--- config.mk ---
export PLATFORM = sky130hd
export DESIGN_NAME = tlb_assoc
export DESIGN_NICKNAME = d
export VERILOG_FILES = /design/src/rtl/tlb_pkg.sv /design/src/rtl/tlb_cam.sv /design/src/rtl/tlb_assoc.sv
export SDC_FILE = /design/constraint.sdc
export NUM_CORES = 1
export LEC_CHECK = 0
export CAP_MARGIN = 20
export CORE_MARGIN = 2
export CORE_UTILIZATION = 40
export CTS_BUF_LIST = sky130_fd_sc_hd__clkbuf_16
export CTS_CLUSTER_SIZE = 16
export DETAILED_ROUTE_END_ITERATION = 6
export PLACE_DENSITY = 0.63
export SLEW_MARGIN = 20
export SYNTH_ARGS = -nofsm -noshare
export SYNTH_HDL_FRONTEND = slang
export SYNTH_SLANG_ARGS = --single-unit
--- constraint.sdc ---
create_clock -name clk -period 8.3 [get_ports clk]
set_input_delay 1.245 -clock clk [delete_from_list [all_inputs] [get_ports clk]]
set_output_delay 1.245 -clock clk [all_outputs]
set_load 0.03 [all_outputs]
--- src/rtl/tlb_pkg.sv ---
// Shared types for the associative TLB: FSM states, entry layout, victim choice.
package tlb_pkg;

  // Entry fields are sized for the widest supported configuration; instances
  // zero-extend narrower VPN/PPN/ASID values into them.
  localparam int unsigned TLB_MAX_VPN_W  = 52;
  localparam int unsigned TLB_MAX_PPN_W  = 52;
  localparam int unsigned TLB_MAX_ASID_W = 16;

  typedef enum logic [1:0] {
    IDLE,
    WALK,
    FAULT
  } tlb_state_e;

  typedef struct packed {
    logic                      valid;
    logic [TLB_MAX_VPN_W-1:0]  vpn;
    logic [TLB_MAX_ASID_W-1:0] asid;
    logic [TLB_MAX_PPN_W-1:0]  ppn;
    logic                      writable;
  } tlb_entry_t;

  // Prefer a free slot; fall back to the round-robin pointer.
  function automatic int unsigned tlb_victim(input logic        free_found,
                                             input int unsigned free_idx,
                                             input int unsigned rr_idx);
    return free_found ? free_idx : rr_idx;
  endfunction

endpackage

--- src/rtl/tlb_cam.sv ---
// Entry array with parallel VPN/ASID match, first-free search, fill and flush.
module tlb_cam
  import tlb_pkg::*;
#(
  parameter int unsigned NUM_ENTRIES = 16,
  parameter int unsigned VPN_WIDTH   = 20,
  parameter int unsigned PPN_WIDTH   = 8,
  parameter int unsigned ASID_WIDTH  = 4,
  localparam int unsigned IDX_WIDTH  = $clog2(NUM_ENTRIES)
) (
  input  logic                  clk_i,
  input  logic                  rst_i,
  input  logic [VPN_WIDTH-1:0]  lk_vpn_i,
  input  logic [ASID_WIDTH-1:0] lk_asid_i,
  output logic                  hit_o,
  output logic [PPN_WIDTH-1:0]  hit_ppn_o,
  output logic                  hit_writable_o,
  output logic                  free_found_o,
  output logic [IDX_WIDTH-1:0]  free_idx_o,
  input  logic                  wr_en_i,
  input  logic [IDX_WIDTH-1:0]  wr_idx_i,
  input  logic [VPN_WIDTH-1:0]  wr_vpn_i,
  input  logic [ASID_WIDTH-1:0] wr_asid_i,
  input  logic [PPN_WIDTH-1:0]  wr_ppn_i,
  input  logic                  wr_writable_i,
  input  logic                  flush_all_i,
  input  logic                  flush_asid_i
);

  tlb_entry_t                  entries_q [NUM_ENTRIES];
  tlb_entry_t                  wr_entry;
  logic [TLB_MAX_VPN_W-1:0]    lk_vpn_ext;
  logic [TLB_MAX_ASID_W-1:0]   lk_asid_ext;
  logic [IDX_WIDTH-1:0]        hit_idx;

  assign lk_vpn_ext  = TLB_MAX_VPN_W'(lk_vpn_i);
  assign lk_asid_ext = TLB_MAX_ASID_W'(lk_asid_i);

  assign wr_entry = '{valid:    1'b1,
                      vpn:      TLB_MAX_VPN_W'(wr_vpn_i),
                      asid:     TLB_MAX_ASID_W'(wr_asid_i),
                      ppn:      TLB_MAX_PPN_W'(wr_ppn_i),
                      writable: wr_writable_i};

  // Parallel match (at most one hit, so index bits are OR-combined) and lowest free slot.
  always_comb begin
    hit_o        = 1'b0;
    hit_idx      = '0;
    free_found_o = 1'b0;
    free_idx_o   = '0;
    for (int unsigned i = 0; i < NUM_ENTRIES; i++) begin
      if (entries_q[i].valid && entries_q[i].vpn == lk_vpn_ext &&
          entries_q[i].asid == lk_asid_ext) begin
        hit_o   = 1'b1;
        hit_idx = hit_idx | IDX_WIDTH'(i);
      end
      if (!entries_q[i].valid && !free_found_o) begin
        free_found_o = 1'b1;
        free_idx_o   = IDX_WIDTH'(i);
      end
    end
  end

  assign hit_ppn_o      = PPN_WIDTH'(entries_q[hit_idx].ppn);
  assign hit_writable_o = entries_q[hit_idx].writable;

  // Fill and flush; a flush on the same edge overrides the written valid bit.
  always_ff @(posedge clk_i) begin
    if (rst_i) begin
      for (int unsigned i = 0; i < NUM_ENTRIES; i++) entries_q[i].valid <= 1'b0;
    end else begin
      if (wr_en_i) entries_q[wr_idx_i] <= wr_entry;
      for (int unsigned i = 0; i < NUM_ENTRIES; i++) begin
        if (flush_all_i || (flush_asid_i && entries_q[i].asid == lk_asid_ext))
          entries_q[i].valid <= 1'b0;
      end
    end
  end

endmodule

--- src/rtl/tlb_assoc.sv ---
// Fully associative TLB: lookup, miss FSM with level-held PTW handshake, replacement.
module tlb_assoc
  import tlb_pkg::*;
#(
  parameter int unsigned VA_WIDTH          = 32,
  parameter int unsigned PA_WIDTH          = 20,
  parameter int unsigned PAGE_OFFSET_WIDTH = 12,
  parameter int unsigned NUM_ENTRIES       = 16,
  parameter int unsigned ASID_WIDTH        = 4,
  localparam int unsigned VPN_WIDTH        = VA_WIDTH - PAGE_OFFSET_WIDTH,
  localparam int unsigned PPN_WIDTH        = PA_WIDTH - PAGE_OFFSET_WIDTH,
  localparam int unsigned IDX_WIDTH        = $clog2(NUM_ENTRIES)
) (
  input  logic                  clk,
  input  logic                  rst,
  input  logic                  admin,
  input  logic                  req_valid,
  input  logic [VA_WIDTH-1:0]   req_va,
  input  logic [ASID_WIDTH-1:0] req_asid,
  input  logic                  req_write,
  output logic [PA_WIDTH-1:0]   pa,
  output logic                  stall,
  output logic                  fault,
  input  logic                  flush_all,
  input  logic                  flush_asid,
  output logic                  ptw_req,
  output logic [VPN_WIDTH-1:0]  ptw_vpn,
  output logic [ASID_WIDTH-1:0] ptw_asid,
  input  logic                  ptw_valid,
  input  logic [PPN_WIDTH-1:0]  ptw_ppn,
  input  logic                  ptw_writable,
  input  logic                  ptw_fault
);

  tlb_state_e             state_q, state_d;
  logic                   drop_q, drop_d;
  logic [IDX_WIDTH-1:0]   rr_q, rr_d;
  logic [VPN_WIDTH-1:0]   vpn_q, vpn_d;
  logic [ASID_WIDTH-1:0]  asid_q, asid_d;

  logic                   hit, hit_writable, free_found, fill, flush;
  logic [PPN_WIDTH-1:0]   hit_ppn;
  logic [IDX_WIDTH-1:0]   free_idx, victim;

  assign flush  = flush_all | flush_asid;
  assign victim = IDX_WIDTH'(tlb_victim(free_found, 32'(free_idx), 32'(rr_q)));

  tlb_cam #(
    .NUM_ENTRIES (NUM_ENTRIES),
    .VPN_WIDTH   (VPN_WIDTH),
    .PPN_WIDTH   (PPN_WIDTH),
    .ASID_WIDTH  (ASID_WIDTH)
  ) u_cam (
    .clk_i          (clk),
    .rst_i          (rst),
    .lk_vpn_i       (req_va[VA_WIDTH-1:PAGE_OFFSET_WIDTH]),
    .lk_asid_i      (req_asid),
    .hit_o          (hit),
    .hit_ppn_o      (hit_ppn),
    .hit_writable_o (hit_writable),
    .free_found_o   (free_found),
    .free_idx_o     (free_idx),
    .wr_en_i        (fill),
    .wr_idx_i       (victim),
    .wr_vpn_i       (vpn_q),
    .wr_asid_i      (asid_q),
    .wr_ppn_i       (ptw_ppn),
    .wr_writable_i  (ptw_writable),
    .flush_all_i    (flush_all),
    .flush_asid_i   (flush_asid)
  );

  // State, walk latches, drop flag and round-robin pointer.
  always_ff @(posedge clk) begin
    if (rst) begin
      state_q <= IDLE;
      drop_q  <= 1'b0;
      rr_q    <= '0;
      vpn_q   <= '0;
      asid_q  <= '0;
    end else begin
      state_q <= state_d;
      drop_q  <= drop_d;
      rr_q    <= rr_d;
      vpn_q   <= vpn_d;
      asid_q  <= asid_d;
    end
  end

  // Next-state and translation outputs.
  always_comb begin
    state_d = state_q;
    vpn_d   = vpn_q;
    asid_d  = asid_q;
    rr_d    = rr_q;
    fill    = 1'b0;
    stall   = 1'b0;
    fault   = 1'b0;
    pa      = admin ? req_va[PA_WIDTH-1:0] : '0;
    unique case (state_q)
      IDLE: begin
        if (req_valid && !admin) begin
          if (hit) begin
            if (req_write && !hit_writable) fault = 1'b1;
            else pa = {hit_ppn, req_va[PAGE_OFFSET_WIDTH-1:0]};
          end else begin
            stall   = 1'b1;
            vpn_d   = req_va[VA_WIDTH-1:PAGE_OFFSET_WIDTH];
            asid_d  = req_asid;
            state_d = WALK;
          end
        end
      end
      WALK: begin
        stall = !admin;
        if (ptw_valid) begin
          if (ptw_fault) begin
            state_d = FAULT;
          end else begin
            fill    = !drop_q && !flush;
            state_d = IDLE;
          end
        end
      end
      FAULT: begin
        fault   = !admin;
        state_d = IDLE;
      end
      default: state_d = IDLE;
    endcase
    if (fill && !free_found) rr_d = rr_q + 1'b1;
    // Drop flag lives only for the walk in which a flush was seen.
    drop_d = (state_d == WALK) && (drop_q || (state_q == WALK && flush));
  end

  assign ptw_req  = (state_q == WALK);
  assign ptw_vpn  = vpn_q;
  assign ptw_asid = asid_q;

endmodule

Yosys cells after proc, flatten, opt, wreduce, memory -nomap -nowiden
Memories as Yosys holds them, arrays and structs flattened.
Index checks and enable logic that the tools add are counted.
{"block": "word_totals", "register_bits": 31, "n_memories": 1, "in_bits": 54, "ramBits": 544, "elab_cells": 338}
{"block": "classes", "n_reduce_logical": 123, "eq_ne": 35, "add_sub_neg": 1, "n_bitwise": 18, "n_mux": 155}
{"memory": "u_cam.entries_q", "depth": 16, "word_bits": 34, "rd": 17, "rd_ports_with_merged_regs": 0, "wr": 16, "line": "tlb_cam.sv:30", "text": "tlb_entry_t entries_q [NUM_ENTRIES];"}
{"cell": "$eq 52x20->1", "n": 16}
{"cell": "$eq 16x4->1", "n": 16}
{"cell": "$mux 1", "n": 111}
{"cell": "$mux 20", "n": 5}
{"cell": "$mux 4", "n": 24}
{"cell": "$logic_and 1x1->1", "n": 69}
{"cell": "$logic_not 1->1", "n": 34}
{"cell": "$mux 34", "n": 1}
{"cell": "$reduce_or 34->1", "n": 1}
{"cell": "$logic_or 1x1->1", "n": 17}
{"cell": "$or 1x1->1", "n": 17}
{"cell": "$mux 2", "n": 7}
{"cell": "$mux 3", "n": 4}
{"cell": "$add 4x1->4 const B", "n": 1}
{"cell": "$eq 2x1->1 const B", "n": 2}
{"cell": "$pmux 1 s2", "n": 2}
{"cell": "$pmux 2 s2", "n": 1}
{"cell": "$reduce_and 3->1", "n": 1}
{"cell": "$eq 2x2->1 const B", "n": 1}
{"cell": "$logic_not 2->1", "n": 1}
{"cell": "$not 1->1", "n": 1}

Logic depth before layout (Yosys ltp)
Gate-level depths: netlist of run 1.
An unclocked memory read counts as a cell.
{"block": "logic_depth", "depth_word": 48, "ltp_mapped": 15, "mapped_depth_nobuf": 11}

Hierarchy
A second synthesis of run 1 with hierarchy kept.
{"block": "hier_totals", "cells_unflattened": 1632, "hier_area_um2": 24629.9}
{"mod": "tlb_cam", "cells_each": 1446, "n_inst": 1, "area_each_um2": 23112.2}
{"mod": "tlb_assoc", "cells_each": 186, "n_inst": 1, "area_each_um2": 1517.7}

Worst setup path before layout of run 1
Ideal clock, no wire load.
{"block": "synth_path", "kind": "input port to output port", "from": "input req_va[23]", "to": "output pa[0]", "arrival_time_ns": 4.097, "cell_stages": 14, "path_slack_ns": 2.958, "cell_sequence": "buf_6 > xor2_1 > or4_1 > nor4_1 > nand3_1 > nand3_2 > nor2_4 > buf_6 > mux2i_1 > mux2_2 > o2111ai_1 > o21ai_2 > buf_4 > a21boi_1"}
{"block": "synth_between", "elab_chain_len": 25, "elab_cells_between_ends": 86}
{"item": "from (decl)", "line": "tlb_assoc.sv:18", "text": "input logic [VA_WIDTH-1:0] req_va,"}
{"item": "$eq 52x20->1", "line": "tlb_cam.sv:52", "text": "if (entries_q[i].valid && entries_q[i].vpn == lk_vpn_ext &&"}
{"item": "$logic_and 1x1->1 (2 in series)", "line": "tlb_cam.sv:52"}
{"item": "$mux 1", "line": "tlb_cam.sv:52"}
{"item": "$mux 2 (2 in series)", "line": "tlb_cam.sv:52"}
{"item": "$mux 3 (4 in series)", "line": "tlb_cam.sv:52"}
{"item": "$mux 4 (8 in series)", "line": "tlb_cam.sv:52"}
{"item": "$mem_v2 16x34"}
{"item": "$logic_not 1->1", "line": "tlb_assoc.sv:104", "text": "if (req_write && !hit_writable) fault = 1'b1;"}
{"item": "$logic_and 1x1->1", "line": "tlb_assoc.sv:104"}
{"item": "$mux 20", "line": "tlb_assoc.sv:104"}
{"item": "$mux 20 *", "line": "tlb_assoc.sv:103", "text": "if (hit) begin"}
{"item": "$mux 20 *", "line": "tlb_assoc.sv:102", "text": "if (req_valid && !admin) begin"}
{"item": "$mux 20 *", "line": "tlb_assoc.sv:100", "text": "unique case (state_q)"}
{"item": "to (decl)", "line": "tlb_assoc.sv:21", "text": "output logic [PA_WIDTH-1:0] pa,"}
Every way passes the cells marked *; elsewhere a longest branch is shown, timed or not.

Worst setup path in the final report of run 1
{"block": "layout_path", "from": "input req_va[31]", "to": "output pa[9]"}
The elaborated chain is that of the path after synthesis.

==> impl_summary.log, run 1 <==
[metrics] Initial Utilization: 40.3%
[metrics] residual antenna-violating net count after detailed routing: 0
[metrics] depth of the CTS H-tree: 2
[metrics] wire length of the first global-routing pass: 106 mm
[metrics] core area: 62900 um2
[metrics] final cell count without fillers: 2763
[metrics] Critical Path Slowest Stage Cell: sky130_fd_sc_hd__clkdlybuf4s50_1
[metrics] Fin Clk Skew: 14.3 ps
[metrics] global placement routability congestion: 0.901
[metrics] kind of cell adding the most delay to the critical path: buffers and inverters
[metrics] count of input and output buffers: 100
[metrics] final count of pins violating max slew: 0
[metrics] maximum number of buffers from clock root to sink: 3
[metrics] nets in the synthesized netlist: 1746
[metrics] critical path's most frequent cell: sky130_fd_sc_hd__clkdlybuf4s50_1
[metrics] worst supply voltage drop on vdd: 0.000202 V
[metrics] synthesized area per cell: 15.0 um2
[metrics] Critical Path Fanout Max: 13
[metrics] leakage component of the power: 0.00925 uW
[metrics] NumNets Final: 1922
[metrics] Vias/cell: 5.52
[metrics] clock tree from TritonCTS: yes
[metrics] clock period minus final worst setup slack: 7430 ps
[metrics] clock slew seen by the registers of the worst setup and hold paths: 60 ps
[metrics] Max stage delay on crit path: 1260 ps
[metrics] number of sinks on the clock net: 575
[metrics] Post-Synthesis Cells: 1691
[metrics] final number of setup-violating endpoints: 0
[metrics] proportion of layout cells with a drive suffix above 1: 12.4%
[metrics] Starting DRT DRC Count: 1378
[metrics] Tot GR Track Use: 22.0%
[metrics] Post-CTS Setup Bufs: 0
[metrics] die area: 65300 um2
[metrics] Routed WL per cell: 26.3 um
[metrics] Setup TNS Final: 0 ps
[metrics] Pwr Total: 6100 uW
[metrics] CTS buffer count: 60
[metrics] HPWL reported at the end of detailed placement: 48.2 mm
[metrics] area overhead of the layout relative to synthesis: 16.4%
[metrics] CP cell instances: clkdlybuf4s50_1 > buf_4 > xnor2_1 > nand4_1 > nor4_1 > a22oi_1 > nand3_2 > or2_4 > nand2b_1 > or4_1 > o2111ai_1 > o21ai_2 > a21boi_1 > clkdlybuf4s50_1
[metrics] slew at the pin with the worst max-slew slack: 1190 ps
[metrics] antenna violations before repair: 1
[metrics] first-pass detailed-route iteration total: 5
[metrics] post-CTS sizing: 0
[metrics] status: finished clean
[metrics] number of global-route vias before repair: 15400
[metrics] netlist area before placement: 25300 um2
[metrics] critical path data arrival time: 6190 ps
[metrics] Synth Warn #: 0
[metrics] worst-case headroom to the max-slew limit: 20.6%
[metrics] share of synthesized area occupied by flip-flops and latches: 66.4%
[metrics] Main synth FF type: sky130_fd_sc_hd__edfxtp_1
[metrics] Req. time, crit path: 7050 ps
[metrics] vertical die dimension: 256 um
[metrics] fin crit share: 89.5%
[metrics] worst path buffer plus inverter count: 3
[metrics] Placed Instances: 2650
[metrics] number of distinct standard cells referenced by the synthesized netlist: 66
[metrics] element type at the critical path end: primary output
[metrics] post-route DRC violation count: 0
[metrics] clock tree root driver cell: sky130_fd_sc_hd__clkbuf_16
[metrics] Tightest Hold Check Type: reg2reg
[metrics] unrepaired setup endpoints after global routing: false
[metrics] Cell Rows: 92
[metrics] width of the die: 256 um
[metrics] final hold violations: 0
[metrics] nature of the critical path startpoint: input pin
[metrics] EDFF count, synth: 528
[metrics] upper clock frequency limit: 0.135 GHz
[metrics] fillcell total: 5504
[metrics] maximum capacitance violations: 0
[metrics] total of hold buffers inserted after clock tree synthesis: 0
[metrics] Total Wirelength: 72.6 mm
[metrics] overflow left after global routing: 0
[metrics] pin count of the biggest net entering global routing: 65
[metrics] number of placed I/O pins: 101
[metrics] number of flip-flops and latches in the synthesized netlist: 575
[metrics] share of async-settable or async-resettable flops after synthesis: 0%
[metrics] category of the critical setup timing path: in2out
[metrics] power density relative to cell area: 207 nW/um2
[metrics] worst skew pair latency: 630 ps
[metrics] Via Count: 15200
==> synth_stat cells (all sizes together), types with 3 or more instances <==
master  instances  area, um2
mux2i         144       1440
nand4          90        563
xnor2         265       2320
inv             6       22.5
o211ai          8       60.1
nor4           58        403
nand3b          4       30.0
a22oi           6       50.1
mux2           11        131
a31o           11       96.3
nor2           62        240
and3            3       18.8
or4            18        135
edfxtp        528      15900
nor3           10       50.1
nand3          37        195
and4b           3       30.0
buf            67        586
a21oi           3       15.0
or3b            5       43.8
a21boi         13       97.6
or2             3       21.3
nand2          92        345
xor2          121       1060
nor2b           4       25.0
nand2b          8       50.1
dfxtp          47        941
o21ai          18        120
clkbuf          8       30.0
and4           10       90.1
nor4b           5       43.8
==> stage by stage <==
stage	utilization [%]	cell area (um2)	hold WS, ps	setup WS (ps)
2_1_floorplan	-	25300	444	2960
3_3_place_gp	43.8	27500	462	940
3_5_place_dp	43.9	27600	478	871
4_1_cts	46.9	29400	492	861
5_1_grt	46.9	29500	507	583
6_report	46.9	29500	495	868
==> worst min-delay path, cell delays in order (launching register included) <==
cell                      delay (ps)
sky130_fd_sc_hd__dfxtp_1         320
sky130_fd_sc_hd__mux2i_1          70
sky130_fd_sc_hd__nor2_1           70
==> final cells by class <==
| class | count | area (um2) | share of cell area (%) |
|---|---|---|---|
| Multi-Input combinational cell | 1035 | 8010 | 27.2 |
| Tap cell | 846 | 1060 | 3.59 |
| Antenna cell | 1 | 2.50 | 0.00849 |
| Inverter | 6 | 22.5 | 0.0764 |
| Clock inverter | 51 | 335 | 1.14 |
| Clock buffer | 60 | 1500 | 5.09 |
| Timing Repair Buffer | 189 | 1740 | 5.92 |
| Sequential cell | 575 | 16800 | 57.0 |
==> final timing paths <==
path                           start  cells after the start     endpoint  slack (ps)
min reg2reg              ptw_vpn[14]                      2  ptw_vpn[14]         490
min                      ptw_vpn[14]                      2  ptw_vpn[14]         490
max                       req_va[31]                     14        pa[9]         870
max reg2reg  u_cam.entries_q[15][18]                     12       drop_q        4290
==> where the power goes <==
part / total, uW / switching, uW / internal [uW]
clock network: 2540 / 1110 / 1430
logic: 379 / 244 / 136
registers: 3180 / 20.5 / 3160
total: 6100 / 1370 / 4730
==> cell families (layout without fill, tap and decap cells) <==
logic type | Yosys count | count (layout) | synth area share, %
compound gates | 73 | 73 | 2.22
mux | 155 | 155 | 6.21
xor+xnor | 386 | 386 | 13.4
other cells | 0 | 1 | 0
fa+ha+maj | 1 | 1 | 0.0494
buf+inv | 81 | 306 | 2.52
simple gates | 420 | 420 | 9.29
flops | 575 | 575 | 66.4
==> per-layer routing <==
metal  routed length, um  vias up  global-route usage, %
li1                    -     6707                      -
met5                   0        -                      0
met2               34600      677                   36.2
met1               30200     7707                   29.2
met4                2500        0                   8.20
met3                5280      157                   4.03
==> flip-flops by register name, summed over array words and instances, names as in the netlist <==
signal	cells
u_cam.entries_q	544
ptw_vpn	20
ptw_asid	4
rr_q	4
state_q	2
drop_q	1
==> cell usage in the layout (no fill, tap or decap), types with 4 or more instances in the layout <==
cell type / n
sky130_fd_sc_hd__a31o_2: 11
sky130_fd_sc_hd__clkdlybuf4s50_1: 92
sky130_fd_sc_hd__nor3_1: 10
sky130_fd_sc_hd__nand3_1: 35
sky130_fd_sc_hd__xnor2_1: 265
sky130_fd_sc_hd__o21ai_0: 9
sky130_fd_sc_hd__o211ai_1: 8
sky130_fd_sc_hd__a21boi_1: 12
sky130_fd_sc_hd__buf_12: 6
sky130_fd_sc_hd__clkbuf_16: 60
sky130_fd_sc_hd__inv_1: 16
sky130_fd_sc_hd__buf_4: 90
sky130_fd_sc_hd__mux2i_1: 144
sky130_fd_sc_hd__nor4_2: 5
sky130_fd_sc_hd__nand2_1: 92
sky130_fd_sc_hd__xor2_1: 121
sky130_fd_sc_hd__nor2b_1: 4
sky130_fd_sc_hd__dfxtp_1: 47
sky130_fd_sc_hd__nor2_4: 17
sky130_fd_sc_hd__nand4_1: 90
sky130_fd_sc_hd__nor2_1: 44
sky130_fd_sc_hd__nor4_1: 52
sky130_fd_sc_hd__a22oi_1: 5
sky130_fd_sc_hd__nand2b_1: 8
sky130_fd_sc_hd__clkinv_1: 25
sky130_fd_sc_hd__o21ai_2: 8
sky130_fd_sc_hd__mux2_2: 9
sky130_fd_sc_hd__bufinv_16: 4
sky130_fd_sc_hd__nand3b_1: 4
sky130_fd_sc_hd__nor4b_1: 5
sky130_fd_sc_hd__edfxtp_1: 528
sky130_fd_sc_hd__and4_1: 9
sky130_fd_sc_hd__clkinv_2: 7
sky130_fd_sc_hd__or4_1: 18
Power figures use the tool's default switching activity.
==> inputs of run 2 (changes only) <==
- RECOVER_POWER: default -> 100
==> run 2 against run 1 <==
  * The flow now finishes with violations (capacitance limit, slew limit)
  * Sequential power barely moved
  * Global-route usage did not move
  * Total power fell by 0.19%
  * Critical endpoint is now stall
  * Flip-flop and latch count did not move
  * First-iteration DRC count rose by 1.7%
  * Final cell count barely moved
  * Sequential share of layout area rose by 0.61 points
  * Register-to-register slack got worse by 2000 ps
  * Clock power barely moved
  * Core utilization fell by 0.50 points
  * Worst setup slack got worse by 230 ps
==> impl_summary.log, run 2 (synthesis results as in run 1) <==
[metrics] status: finished with violations
[metrics] failing checks: capacitance limit, slew limit
[metrics] uppermost signal routing layer after detailed routing: met4
[metrics] maximum capacitance violations: 26 (+26)
[metrics] Total Wirelength: 72.7 mm (+0.16%)
[metrics] unrepaired setup endpoints after global routing: false
[metrics] most frequent standard cell in the layout excluding fill and tap cells: sky130_fd_sc_hd__edfxtp_1
[metrics] critical path data arrival time: 6410 ps (+220 ps)
[metrics] commonest cells after routing, fill and taps aside: 528 x sky130_fd_sc_hd__edfxtp_1, 265 x sky130_fd_sc_hd__xnor2_1, 144 x sky130_fd_sc_hd__mux2i_1, 121 x sky130_fd_sc_hd__xor2_1, 92 x sky130_fd_sc_hd__nand2_1
[metrics] Routed WL per cell: 26.3 um (+0.20%)
[metrics] number of cells on the worst hold path: 2 (unchanged)
[metrics] number of sinks on the clock net: 575 (unchanged)
[metrics] depth of the CTS H-tree: 2 (unchanged)
[metrics] Via Count: 15200 (-0.31%)
[metrics] length of routed met2 wiring: 34.3 mm (-0.77%)
[metrics] Vias/cell: 5.50 (-0.27%)
[metrics] Cell Rows: 92 (unchanged)
[metrics] HPWL reported at the end of detailed placement: 48.2 mm (unchanged)
[metrics] final hold violations: 0 (unchanged)
[metrics] start point of the worst hold path: ptw_vpn[18]
[metrics] maximum number of buffers from clock root to sink: 3 (unchanged)
[metrics] core area: 62900 um2 (unchanged)
[metrics] Comb power frac: 6.1% (about the same)
[metrics] number of placed I/O pins: 101 (unchanged)
[metrics] clock slew seen by the registers of the worst setup and hold paths: 60 ps (about the same)
[metrics] Starting DRT DRC Count: 1402 (+1.7%)
[metrics] fillcell total: 5574 (+1.3%)
[metrics] residual antenna-violating net count after detailed routing: 0 (unchanged)
[metrics] power density relative to cell area: 209 nW/um2 (+0.89%)
[metrics] Critical Path Fanout Max: 13 (unchanged)
[metrics] fin crit share: 92.3% (+2.7 points)
[metrics] area overhead of the layout relative to synthesis: 15.2%
[metrics] end of the worst register-to-register path: ptw_asid[2]
[metrics] clock tree from TritonCTS: yes
[metrics] Initial Utilization: 40.3% (unchanged)
[metrics] multi-input gate area in the final layout: 7890 um2 (-1.4%)
[metrics] Post-CTS Setup Bufs: 0 (unchanged)
[metrics] post-route DRC violation count: 0 (unchanged)
[metrics] Setup TNS Final: 0 ps (unchanged)
[metrics] worst supply voltage drop on vdd: 0.000201 V (-0.10%)
[metrics] clock period minus final worst setup slack: 7660 ps (+227 ps)
[metrics] number of global-route vias before repair: 15400 (unchanged)
[metrics] Antenna Diode Count: 0 (-1)
[metrics] Tot GR Track Use: 22.0% (unchanged)
[metrics] slew at the pin with the worst max-slew slack: 2590 ps (+1410 ps)
[metrics] kind of cell adding the most delay to the critical path: buffers and inverters
[metrics] Post-Route M1 WL: 30.1 mm (-0.52%)
[metrics] Req. time, crit path: 7050 ps (about the same)
[metrics] vertical die dimension: 256 um (unchanged)
[metrics] NumNets Final: 1922 (unchanged)
[metrics] switching share of power: 22.5% (-0.044 points)
[metrics] internal power: 4720 uW (-0.13%)
[metrics] depth of the worst register-to-register path: 11 (-1)
[metrics] Largest register FFs: 544 (unchanged)
[metrics] leakage component of the power: 0.00917 uW (-0.88%)
[metrics] Tightest Hold Check Type: reg2reg
[metrics] Critical Path Slowest Stage Cell: sky130_fd_sc_hd__clkdlybuf4s50_1
[metrics] wire length of the first global-routing pass: 106 mm (unchanged)
[metrics] worst skew pair latency: 630 ps (about the same)
[metrics] nature of the critical path startpoint: input pin
[metrics] worst-case headroom to the max-slew limit: -72.8% (-93 points)
[metrics] count of input and output buffers: 100 (unchanged)
[metrics] power spent charging and discharging nets: 1370 uW (-0.38%)
[metrics] final count of pins violating max slew: 589 (+589)
[metrics] category of the critical setup timing path: in2out
[metrics] Fin Clk Skew: 14.5 ps (+0.131 ps)
[metrics] upper clock frequency limit: 0.131 GHz (-3.0%)
[metrics] Clk network pwr share: 41.6% (about the same)
[metrics] pin count of the biggest net entering global routing: 65 (unchanged)
[metrics] element type at the critical path end: primary output
[metrics] worst path buffer plus inverter count: 4 (+1)
[metrics] Biggest register: u_cam.entries_q
[metrics] CTS buffer count: 60 (unchanged)
[metrics] Max stage delay on crit path: 1260 ps (about the same)
[metrics] Routed met3 length: 5.61 mm (+6.1%)
[metrics] Seq pwr share: 52.3% (about the same)
[metrics] antenna violations before repair: 1 (unchanged)
[metrics] width of the die: 256 um (unchanged)
[metrics] global placement routability congestion: 0.901 (unchanged)
[metrics] startpoint of the worst register-to-register path: u_cam.entries_q[15][18]
[metrics] die area: 65300 um2 (unchanged)
[metrics] CP cell instances: clkdlybuf4s50_1 > buf_4 > xnor2_1 > nand4_1 > nor4_1 > a22oi_1 > nand3_1 > or2_0 > clkbuf_1 > nor4_1 > a21o_1 > clkdlybuf4s50_1
[metrics] flop2flop setup slack: 2330 ps (-1960 ps)
[metrics] proportion of layout cells with a drive suffix above 1: 9.55% (-2.8 points)
[metrics] Min-Delay Endpoint: ptw_vpn[18]
[metrics] first-pass detailed-route iteration total: 7 (+2)
[metrics] clock tree root driver cell: sky130_fd_sc_hd__clkbuf_16
[metrics] final number of setup-violating endpoints: 0 (unchanged)
[metrics] overflow left after global routing: 0 (unchanged)
[metrics] Pwr Total: 6090 uW (-0.19%)
[metrics] area taken by flip-flops and latches: 16800 um2 (unchanged)
[metrics] post-CTS sizing: 0 (unchanged)
[metrics] total of hold buffers inserted after clock tree synthesis: 0 (unchanged)
==> run 2: cell count changes in the layout (fill, tap and decap cells not counted), sizes merged <==
| cell | before | now |
|---|---|---|
| buf | 97 | 60 |
| clkbuf | 60 | 97 |
| clkdlybuf4s50 | 92 | 44 |
| diode | 1 | 0 |
| dlygate4sd3 | 0 | 48 |
==> run 2: final cells by class <==
type / count / area share [%]
flip-flops and latches: 575 / 57.6
multi-input cells: 1035 / 27.1
repair buffers: 189 / 5.31
clock buffers: 60 / 5.15
well taps: 846 / 3.63
clock inverters: 51 / 1.15
inverters: 6 / 0.0772
==> run 2: power groups by stage <==
stage | registers, uW | logic [uW] | clock network (uW)
3_5_place_dp | 3250 | 375 | 0
3_3_place_gp | 3250 | 374 | 0
5_1_grt | 3180 | 391 | 2680
4_1_cts | 3180 | 378 | 2570
2_1_floorplan | 3250 | 196 | 0
6_report | 3190 | 371 | 2530
==> run 2: worst max-delay path by stage <==
stage / start / endpoint / slack (ps) / depth (start not counted)
floorplan: req_va[23] / pa[0] / 2960 / 14
detailed placement: req_asid[1] / pa[9] / 870 / 13
CTS: req_asid[1] / pa[9] / 860 / 13
finish: req_va[31] / stall / 640 / 12
global route: req_asid[1] / pa[11] / 300 / 13
global placement: req_va[12] / pa[1] / 940 / 15
==> run 2: through the flow <==
| stage | utilization [%] | hold WS, ps | setup WS (ps) | cell area [um2] | cells |
|---|---|---|---|---|---|
| after floorplan | - | 444 | 2960 | 25300 | 1691 |
| after global placement | 43.8 | 462 | 940 | 27500 | 2647 |
| after detailed placement | 43.9 | 478 | 871 | 27600 | 2650 |
| after CTS | 46.9 | 492 | 861 | 29400 | 2761 |
| after global routing | 46.4 | 505 | 304 | 29200 | 2762 |
| final | 46.4 | 493 | 641 | 29200 | 2762 |
==> run 2: tightest hold or removal path, stage by stage, from the launching register on <==
cell	delay, ps
sky130_fd_sc_hd__dfxtp_1	320
sky130_fd_sc_hd__mux2i_1	70
sky130_fd_sc_hd__nor2_1	70
==> run 2: layer usage <==
layer,GRT usage (%),vias up
met2,36.2,633
met1,29.2,7700
met4,8.20,0
met3,4.03,159
li1,-,6709
met5,0,-
